## config.mk

```make
export PLATFORM = sky130hd
export DESIGN_NAME = blob_bbox_tracker
export DESIGN_NICKNAME = d
export VERILOG_FILES = /design/src/rtl/blob_bbox_tracker.sv
export SDC_FILE = /design/constraint.sdc
export NUM_CORES = 1
export LEC_CHECK = 0
export BUFFER_PORTS_ARGS = -buffer_cell sky130_fd_sc_hd__buf_4
export CORE_ASPECT_RATIO = 1.1
export CORE_UTILIZATION = 60
export CTS_CLUSTER_DIAMETER = 50
export CTS_CLUSTER_SIZE = 8
export DETAILED_ROUTE_END_ITERATION = 8
export PLACE_DENSITY = 0.87
export SYNTH_ARGS = -nofsm -noshare
export SYNTH_HDL_FRONTEND = slang
export SYNTH_SLANG_ARGS = --single-unit
```

## constraint.sdc

```tcl
create_clock -name i_clk -period 11.4 [get_ports i_clk]
set_input_delay 1.14 -clock i_clk [delete_from_list [all_inputs] [get_ports i_clk]]
set_output_delay 1.14 -clock i_clk [all_outputs]
set_load 0.02 [all_outputs]
```

## src/rtl/blob_bbox_tracker.sv

```systemverilog
// Thresholds one grayscale frame and reports the bounding box and pixel count
// of above-threshold pixels, raising a blob-end level once the frame is complete.
module blob_bbox_tracker #(
    parameter int unsigned H_ACTIVE  = 640,
    parameter int unsigned V_ACTIVE  = 480,
    parameter int unsigned XW        = 12,
    parameter int unsigned YW        = 12,
    parameter int unsigned CW        = 20,
    parameter int unsigned MIN_COUNT = 64
) (
    input  logic          i_clk,
    input  logic          i_rst,
    input  logic          i_start,
    input  logic          i_pix_valid,
    input  logic [XW-1:0] i_pix_x,
    input  logic [YW-1:0] i_pix_y,
    input  logic [7:0]    i_gray,
    input  logic [7:0]    i_threshold,
    output logic          o_blob_end,
    output logic          o_found,
    output logic [XW-1:0] o_x_min,
    output logic [XW-1:0] o_x_max,
    output logic [YW-1:0] o_y_min,
    output logic [YW-1:0] o_y_max,
    output logic [CW-1:0] o_count
);

    typedef enum logic [2:0] {
        S_IDLE,
        S_WAIT_SOF,
        S_ACCUM,
        S_LOAD,
        S_DONE
    } state_t;

    state_t state, state_nxt;

    logic [7:0]    thr_r;
    logic [XW-1:0] acc_xmin, acc_xmax, base_xmin, base_xmax, nxt_xmin, nxt_xmax;
    logic [YW-1:0] acc_ymin, acc_ymax, base_ymin, base_ymax, nxt_ymin, nxt_ymax;
    logic [CW-1:0] acc_cnt, base_cnt, nxt_cnt;

    logic in_range, is_sof, is_eof, hit;
    logic proc, init, load, thr_load, blob_end_nxt;

    assign in_range = i_pix_valid && (i_pix_x < XW'(H_ACTIVE)) && (i_pix_y < YW'(V_ACTIVE));
    assign is_sof   = in_range && (i_pix_x == '0) && (i_pix_y == '0);
    assign is_eof   = in_range && (i_pix_x == XW'(H_ACTIVE - 1)) && (i_pix_y == YW'(V_ACTIVE - 1));
    assign hit      = in_range && (i_gray > thr_r);

    always_ff @(posedge i_clk or posedge i_rst) begin
        if (i_rst) state <= S_IDLE;
        else       state <= state_nxt;
    end

    always_comb begin
        state_nxt    = state;
        proc         = 1'b0;
        init         = 1'b0;
        load         = 1'b0;
        thr_load     = 1'b0;
        blob_end_nxt = o_blob_end;
        case (state)
            S_IDLE: begin
                if (i_start) begin
                    thr_load  = 1'b1;
                    state_nxt = S_WAIT_SOF;
                end
            end
            S_WAIT_SOF: begin
                if (!i_start) begin
                    state_nxt = S_IDLE;
                end else if (is_sof) begin
                    proc      = 1'b1;
                    init      = 1'b1;
                    state_nxt = is_eof ? S_LOAD : S_ACCUM;
                end
            end
            S_ACCUM: begin
                if (!i_start) begin
                    state_nxt = S_IDLE;
                end else begin
                    proc = 1'b1;
                    if (is_eof) state_nxt = S_LOAD;
                end
            end
            S_LOAD: begin
                load         = 1'b1;
                blob_end_nxt = 1'b1;
                state_nxt    = S_DONE;
            end
            S_DONE: begin
                if (!i_start) begin
                    blob_end_nxt = 1'b0;
                    state_nxt    = S_IDLE;
                end
            end
            default: state_nxt = S_IDLE;
        endcase
    end

    // First pixel of a frame merges into the sentinel values rather than stale state.
    always_comb begin
        base_xmin = init ? '1 : acc_xmin;
        base_xmax = init ? '0 : acc_xmax;
        base_ymin = init ? '1 : acc_ymin;
        base_ymax = init ? '0 : acc_ymax;
        base_cnt  = init ? '0 : acc_cnt;
        nxt_xmin  = base_xmin;
        nxt_xmax  = base_xmax;
        nxt_ymin  = base_ymin;
        nxt_ymax  = base_ymax;
        nxt_cnt   = base_cnt;
        if (hit) begin
            if (i_pix_x < base_xmin) nxt_xmin = i_pix_x;
            if (i_pix_x > base_xmax) nxt_xmax = i_pix_x;
            if (i_pix_y < base_ymin) nxt_ymin = i_pix_y;
            if (i_pix_y > base_ymax) nxt_ymax = i_pix_y;
            if (base_cnt != '1)      nxt_cnt  = base_cnt + CW'(1);
        end
    end

    always_ff @(posedge i_clk or posedge i_rst) begin
        if (i_rst) begin
            thr_r    <= '0;
            acc_xmin <= '0;
            acc_xmax <= '0;
            acc_ymin <= '0;
            acc_ymax <= '0;
            acc_cnt  <= '0;
        end else begin
            if (thr_load) thr_r <= i_threshold;
            if (proc) begin
                acc_xmin <= nxt_xmin;
                acc_xmax <= nxt_xmax;
                acc_ymin <= nxt_ymin;
                acc_ymax <= nxt_ymax;
                acc_cnt  <= nxt_cnt;
            end
        end
    end

    // Result registers move only on the end-of-frame load; an empty frame exports zeros.
    always_ff @(posedge i_clk or posedge i_rst) begin
        if (i_rst) begin
            o_blob_end <= 1'b0;
            o_found    <= 1'b0;
            o_x_min    <= '0;
            o_x_max    <= '0;
            o_y_min    <= '0;
            o_y_max    <= '0;
            o_count    <= '0;
        end else begin
            o_blob_end <= blob_end_nxt;
            if (load) begin
                o_count <= acc_cnt;
                o_found <= (acc_cnt >= CW'(MIN_COUNT));
                if (acc_cnt == '0) begin
                    o_x_min <= '0;
                    o_x_max <= '0;
                    o_y_min <= '0;
                    o_y_max <= '0;
                end else begin
                    o_x_min <= acc_xmin;
                    o_x_max <= acc_xmax;
                    o_y_min <= acc_ymin;
                    o_y_max <= acc_ymax;
                end
            end
        end
    end

endmodule

```

==> key figures, run 1 <==
Run status
  • Status: finished, final reports clean

Worst setup path
  • Critical path cell sequence: buf_4 -> nor4_1 -> nand4_1 -> nor3_1 -> nand2b_1 -> nand2_1 -> ha_1 -> a21o_1 -> a21o_1 -> a221oi_1 -> o21ai_0 -> a31oi_1 -> a22o_1
  • CP max stage cell: a31oi_1
  • Crit path kind: in -> reg
  • CP Max Fanout: 29
  • Buffer and inverter count on the worst path: 1
  • Critical Path AT: 5.37 ns
  • Setup crit end kind: flop
  • Most frequent CP cell: a21o_1
  • Slowest stage delay, CP: 0.71 ns
  • Worst path required time: 11.76 ns
  • Crit start category: input pin
  • Family with the most delay on the worst path: compound AO/OA/AOI/OAI gates

Timing
  • Final-report max-slew violation count: 0
  • Highest clock rate: roughly 0.2 GHz
  • Unrepaired setup endpoints after global routing: no
  • Clock skew: 0.0135 ns
  • Tmin final: 5.01 ns
  • Hold WS: just under 0.5 ns
  • Final setup fails: 0
  • Rel. slew slack: 27.2%
  • Tcrit/Tclk final: 43.9%
  • Fin Setup TNS: 0 ns
  • Worst-margin pin slew: 1.09 ns
  • Fin. Hold Viols: 0

Clocking
  • Clk root buf: clkbuf_16
  • Clk_lat worst skew: around 0.43 ns
  • Clock buffer count from CTS: 17
  • CTS hold repair buffers: 0
  • Clk slew on worst S/H paths: 0.06 ns
  • Clock Sinks: approximately 150
  • Clock Path Buffers: 2
  • Post-CTS resize count: 0
  • CTS tree: yes
  • Setup Fix Bufs, Post-CTS: 0
  • CTS H-tree depth: 4

Global route
  • All-Layer GR Usage: around a third
  • GR Overflow Total: 0
  • First-pass GRT wire length: slightly above 30 mm
  • Initial antenna violation count: 0
  • Pin count of the biggest net entering global routing: 79
  • Vias in the first global route: 6333

Synthesis
  • EDFF count, synth: 0
  • Largest cells by area after synthesis: dfrtp_1 (51%), ha_1 (9.4%), a22o_1 (8.1%)
  • Synth Register Bits: approximately 150
  • Post-Syn Instances: 654
  • Sequential area share after synthesis: 50.9%
  • Commonest cells in the netlist: dfrtp_1 (149), a22o_1 (68), nand2_1 (60), ha_1 (55), nor2_1 (49)
  • YS warnings: 0
  • Area share of the largest cell type after synthesis: 50.9%
  • Distinct cells, synth: 50
  • Mapped Area: 0.00732 mm2
  • Post-synth ARST share: 100%
  • Post-synth top area cell: dfrtp_1
  • Syn nets: 753
  • Syn Area/Cell: 11.2 um2
  • Most common cell in the synthesized netlist: dfrtp_1
  • Post-synth top flop: dfrtp_1

Power and ir drop
  • LEAKAGE: 4.36 nW
  • Power per cell area: approximately 140 mW/mm2
  • Peak supply drop: 0.0798 mV
  • Total power: ~0.0012 W

Final layout
  • Layout area overhead: 22.1%
  • Design area: approximately 0.009 mm2
  • Fraction of layout cells with a size suffix above 1: roughly a quarter
  • Nets: approximately 860
  • Number of diodes: 0
  • Multi-input gate area: around 0.0034 mm2
  • Layout Cells excl Fill: approximately 930
  • Seq. cell area: ~0.0037 mm2
  • FILL cells: 752

Detailed routing
  • Routed vias: just over 6000
  • Starting DRT DRC Count: 470
  • DR WL/cell: 20.4 um
  • Vias/cell: 6.59
  • Total Routed Length: roughly 19 mm
  • Post-detailed-route count of antenna-violating nets: 0
  • Drt pass-1 iters: 5
  • # DRC: 0

Run
  • Max-cap violations: 0

Placement
  • Routability cong.: ~0.88
  • HPWL Detailed: ~13 mm
  • Placed Cells: 896
  • Area after DPL: 0.00831 mm2
  • IO Port Bufs: ~110

Floorplanning
  • Die ar.: ~0.013 mm2
  • Core area: 0.0117 mm2
  • Ports: 114
  • Rows: 41
  • Initial core utilization: 62.6%
  • Die Y: 118 um
  • Die W: 107 um

Worst hold path
  • HP Class: reg -> reg
## final cells by class
class | instances | share of cell area [%]
clock buffers | 19 | 5.07
multi-input cells | 462 | 38.4
flip-flops and latches | 149 | 41.7
repair buffers | 119 | 9.99
inverters | 16 | 0.728
clock inverters | 12 | 1.97
well taps | 150 | 2.10
## sequential cells by signal (all words and copies together) (netlist names)
register / cells
acc_cnt: 20
acc_xmin: 12
acc_ymax: 12
o_count: 20
state: 3
o_blob_end: 1
o_x_min: 12
o_x_max: 12
acc_xmax: 12
acc_ymin: 12
o_found: 1
o_y_min: 12
o_y_max: 12
thr_r: 8
## routing by layer
layer / part of all wire (%) / track usage, %
met1: 39 / 40.1
met2: 49 / 51.9
met3: 7.6 / 7.20
met4: 4.9 / 15.8
met5: 0 / 0
## final timing paths
check	slack, ns	from	cells after the start	to
min reg2reg	0.49	acc_ymin[9]	1	o_y_min[9]
max	6.39	i_pix_x[4]	13	acc_ymax[4]
min in group asynchronous	0.80	i_rst	2	acc_ymin[4]
min	0.49	acc_ymin[9]	1	o_y_min[9]
max in group asynchronous	9.17	i_rst	3	acc_cnt[6]
max reg2reg	7.13	state[0]	11	acc_ymax[4]
## stage by stage
stage                     worst slack [ns]  util [%]
after floorplan                       6.25         -
after detailed placement              6.17      71.1
final                                 6.39      76.4
after global routing                  6.22      76.4
after global placement                6.49      71.1
after CTS                             6.56      76.4
## report_power, final
part           internal (W)  switching, W  total (W)
sequential         0.000533    0.00000201   0.000535
combinational     0.0000293     0.0000472  0.0000765
clock              0.000377      0.000221   0.000597
## cells in the final DEF, fill, tap and decap left out, drive strengths merged, types with 3 or more instances in the layout
| master | n |
|---|---|
| mux2i | 3 |
| buf | 119 |
| a22o | 68 |
| clkinv | 4 |
| a31oi | 13 |
| and2 | 3 |
| nand4 | 23 |
| or2 | 4 |
| a211oi | 3 |
| inv | 18 |
| clkbuf | 19 |
| o22a | 19 |
| nor3 | 13 |
| nor2 | 51 |
| mux2 | 21 |
| bufinv | 4 |
| a21oi | 16 |
| or4 | 3 |
| a21o | 12 |
| and3 | 7 |
| and4 | 3 |
| dfrtp | 149 |
| nor4 | 13 |
| o21ai | 19 |
| ha | 55 |
| nand2 | 60 |
| xnor2 | 6 |
| xor2 | 9 |
| nor2b | 7 |
| nand3 | 9 |
## kinds of logic (layout without fill, tap and decap cells)
kind of cell             Yosys count  after routing  synth area share, %
buffers and inverters             43            166                 2.37
multiplexers                      24             24                 3.64
adder cells (fa/ha/maj)           55             55                 9.40
AO/OA/AOI/OAI                    165            165                 17.5
AND/OR/NAND/NOR                  203            203                 14.3
XOR/XNOR                          15             15                 1.79
flip-flops                       149            149                 50.9
Power figures use the tool's default switching activity.
==> run 2, diff against run 1 <==
Settings changed: ABC_AREA set to 1, CORE_UTILIZATION 60 to 59, PLACE_DENSITY 0.87 to 0.84.
Clock period 11.4 ns to 4.8 ns, I/O delays scaled along.
==> key figures, run 2 <==
Synthesis
  • Largest cells by area after synthesis: dfrtp_1 (43%), nand2_1 (16%), ha_1 (8.0%) (was dfrtp_1 (51%), ha_1 (9.4%), a22o_1 (8.1%))
  • Area share of the largest cell type after synthesis: 43.3% (was 50.9%)
  • Post-synth top area cell: dfrtp_1 (unchanged)
  • Most common cell in the synthesized netlist: nand2_1 (was dfrtp_1)
  • Commonest cells in the netlist: nand2_1 (376), dfrtp_1 (149), nand3_1 (113), inv_1 (110), ha_1 (55) (was dfrtp_1 (149), a22o_1 (68), nand2_1 (60), ha_1 (55), nor2_1 (49))
  • Post-synth ARST share: 100% (unchanged)
  • Synth Register Bits: 149 (unchanged)
  • Syn nets: 1219 (was 753)
  • YS warnings: 0 (unchanged)
  • Post-synth top flop: dfrtp_1 (unchanged)
  • Mapped Area: 0.00861 mm2 (was 0.00732 mm2)
  • Sequential area share after synthesis: 43.3% (was 50.9%)
  • EDFF count, synth: 0 (unchanged)
  • Post-Syn Instances: 1120 (was 654)
  • Distinct cells, synth: 44 (was 50)
  • Syn Area/Cell: 7.68 um2 (was 11.2 um2)

Timing
  • Unrepaired setup endpoints after global routing: no (unchanged)
  • Final setup fails: 0 (unchanged)
  • Tmin final: 3.68 ns
  • Tcrit/Tclk final: 76.7%
  • Worst-margin pin slew: 0.967 ns (was 1.09 ns)
  • Clock skew: 0.00671 ns (was 0.0135 ns)
  • Highest clock rate: 0.272 GHz
  • Fin Setup TNS: 0 ns (unchanged)
  • Final-report max-slew violation count: 0 (unchanged)
  • Fin. Hold Viols: 0 (unchanged)
  • Rel. slew slack: 35.5% (was 27.2%)
  • Hold WS: 0.262 ns (was 0.491 ns)

Clocking
  • Clk slew on worst S/H paths: 0.06 ns (about the same)
  • Setup Fix Bufs, Post-CTS: 0 (unchanged)
  • Clock Path Buffers: 2 (unchanged)
  • CTS hold repair buffers: 0 (unchanged)
  • CTS tree: yes (unchanged)
  • Post-CTS resize count: 0 (unchanged)
  • Clk root buf: clkbuf_16 (unchanged)
  • Clk_lat worst skew: 0.43 ns (about the same)
  • Clock buffer count from CTS: 17 (unchanged)
  • Clock Sinks: 149 (unchanged)
  • CTS H-tree depth: 4 (unchanged)

Final layout
  • Number of diodes: 0 (unchanged)
  • Nets: 1315 (was 864)
  • Most frequent cells in the layout: nand2_1 (376), dfrtp_1 (149), buf_4 (121) (was dfrtp_1 (149), buf_4 (119), a22o_1 (68))
  • Fraction of layout cells with a size suffix above 1: 17.5% (was 24.6%)
  • Final Util: 72.5% (was 76.4%)
  • Regs by FF count: acc_cnt: 20 flops, o_count: 20 flops (unchanged)
  • Most common cell after layout, fill and taps aside: nand2_1 (was dfrtp_1)
  • Layout area overhead: 18.1% (was 22.1%)

Power and ir drop
  • LEAKAGE: 5.70 nW (was 4.36 nW)
  • Power per cell area: 295 mW/mm2 (was 135 mW/mm2)
  • Peak supply drop: 0.200 mV (was 0.0798 mV)

Floorplanning
  • Die Y: 129 um (was 118 um)
  • Die ar.: 0.0151 mm2 (was 0.0127 mm2)
  • Rows: 45 (was 41)
  • Ports: 114 (unchanged)
  • Die W: 117 um (was 107 um)
  • Core area: 0.0140 mm2 (was 0.0117 mm2)
  • Initial core utilization: 61.4% (was 62.6%)

Worst setup path
  • Worst path required time: 5.11 ns (was 11.76 ns)
  • Setup crit end kind: flop (unchanged)
  • Critical Path AT: 3.99 ns (was 5.37 ns)
  • Worst Reg-to-Reg Cells: 18 (was 11)
  • Crit path kind: reg -> reg (was in -> reg)
  • Minimum setup slack among reg-to-reg paths: 1.12 ns (was 7.13 ns)
  • Most frequent CP cell: nand2_1 (was a21o_1)
  • CP Max Fanout: 22 (was 29)
  • Worst r2r src: state[2] (was state[0])
  • Buffer and inverter count on the worst path: 4 (was 1)
  • Family with the most delay on the worst path: simple AND/OR/NAND/NOR gates (was compound AO/OA/AOI/OAI gates)
  • Worst R2R End: acc_xmin[8] (was acc_ymax[4])
  • Crit start category: flop (was input pin)
  • Slowest stage delay, CP: 0.44 ns (was 0.71 ns)
  • Critical path cell sequence: nor2_1 -> inv_2 -> nor3_4 -> nand3_4 -> inv_1 -> or2_2 -> inv_1 -> ha_1 -> nand2_1 -> o21ai_0 -> nand3_1 -> a21oi_1 -> nor2_1 -> buf_4 -> nand2_1 -> nand2_1 -> nand3_1 -> nand2_1 (was buf_4 -> nor4_1 -> nand4_1 -> nor3_1 -> nand2b_1 -> nand2_1 -> ha_1 -> a21o_1 -> a21o_1 -> a221oi_1 -> o21ai_0 -> a31oi_1 -> a22o_1)
  • CP max stage cell: dfrtp_1 (was a31oi_1)

Detailed routing
  • Vias/cell: 5.58 (was 6.59)
  • Post-detailed-route count of antenna-violating nets: 0 (unchanged)
  • Routed vias: 7906 (was 6106)
  • Met1 Wirelength: 9.03 mm (was 7.32 mm)
  • DR WL/cell: 15.2 um (was 20.4 um)
  • Starting DRT DRC Count: 660 (was 470)
  • DR WL met2: 10.5 mm (was 9.26 mm)
  • Drt pass-1 iters: 6 (was 5)
  • # DRC: 0 (unchanged)
  • Top Layer Used: met4 (unchanged)
  • Total Routed Length: 21.5 mm (was 19.0 mm)
  • WL met3: 1.30 mm (was 1.44 mm)

Placement
  • Routability cong.: 0.915 (was 0.878)
  • HPWL Detailed: 14.8 mm (was 12.9 mm)
  • IO Port Bufs: 113 (unchanged)

Global route
  • All-Layer GR Usage: 31.1% (was 32.0%)
  • Vias in the first global route: 7595 (was 6333)
  • GR Overflow Total: 0 (unchanged)
  • Initial antenna violation count: 0 (unchanged)
  • First-pass GRT wire length: 36.5 mm (was 31.2 mm)
  • Pin count of the biggest net entering global routing: 109 (was 79)

Run status
  • Status: finished, final reports clean (unchanged)

Worst hold path
  • HP Class: in -> async (was reg -> reg)

Run
  • Max-cap violations: 0 (unchanged)
==> run 2: changes by cell type after synthesis, moves of 15 or more <==
| cell | delta |
|---|---|
| a21oi_1 | +20 |
| a22o_1 | -68 |
| inv_1 | +94 |
| mux2_2 | -20 |
| nand2_1 | +316 |
| nand3_1 | +106 |
| o21ai_0 | +21 |
| o22a_1 | -19 |
| o22ai_1 | +15 |
==> run 2: per-layer routing <==
| metal | track usage, % | vias up |
|---|---|---|
| li1 | - | 3821 |
| met1 | 40.4 | 3734 |
| met2 | 50.6 | 298 |
| met3 | 5.23 | 53 |
| met4 | 15.2 | 0 |
| met5 | 0 | - |
==> run 2: final cells by class <==
cell class                 instances  area (um2)
inverter                         121         460
clock inverter                    12         153
timing repair buffer             121         908
clock buffer                      20         457
multi-input combinational        806        4220
fill                            1106        3850
tap                              188         235
sequential                       149        3730
==> run 2: cell families (layout without fill, tap and decap cells) <==
| logic type | count (synthesis) | after routing | synth area share [%] |
|---|---|---|---|
| AO/OA/AOI/OAI | 112 | 112 | 7.36 |
| buffers and inverters | 165 | 274 | 7.72 |
| adder cells (fa/ha/maj) | 55 | 55 | 8.00 |
| multiplexers | 1 | 1 | 0.131 |
| AND/OR/NAND/NOR | 634 | 634 | 33.1 |
| flip-flops | 149 | 149 | 43.3 |
| XOR/XNOR | 4 | 4 | 0.407 |
==> run 2: worst max-delay path by stage <==
stage	cells after the start	from	slack [ns]	endpoint
5_1_grt	18	state[2]	0.87	acc_xmin[8]
6_report	18	state[2]	1.12	acc_xmin[8]
3_5_place_dp	21	i_pix_x[11]	0.97	acc_xmin[9]
2_1_floorplan	1	i_rst	0.31	acc_cnt[0]
3_3_place_gp	21	i_pix_x[11]	1.14	acc_xmin[9]
4_1_cts	18	state[2]	1.20	acc_xmin[8]
==> run 2: stage by stage <==
stage / power [W] / instance area, um2 / setup slack, ns / cells
6_report: 0.00300 / 10200 / 1.12 / 1417
3_5_place_dp: 0.00164 / 9560 / 0.973 / 1385
5_1_grt: 0.00312 / 10200 / 0.871 / 1417
3_3_place_gp: 0.00163 / 9560 / 1.14 / 1385
4_1_cts: 0.00302 / 10200 / 1.20 / 1417
2_1_floorplan: 0.00154 / 8610 / 0.312 / 1120
==> run 2: power breakdown <==
group,total [W],internal (W),switching [W]
clock,0.00138,0.000844,0.000534
sequential,0.00131,0.00130,0.0000171
combinational,0.000308,0.000119,0.000189
total,0.00300,0.00226,0.000740
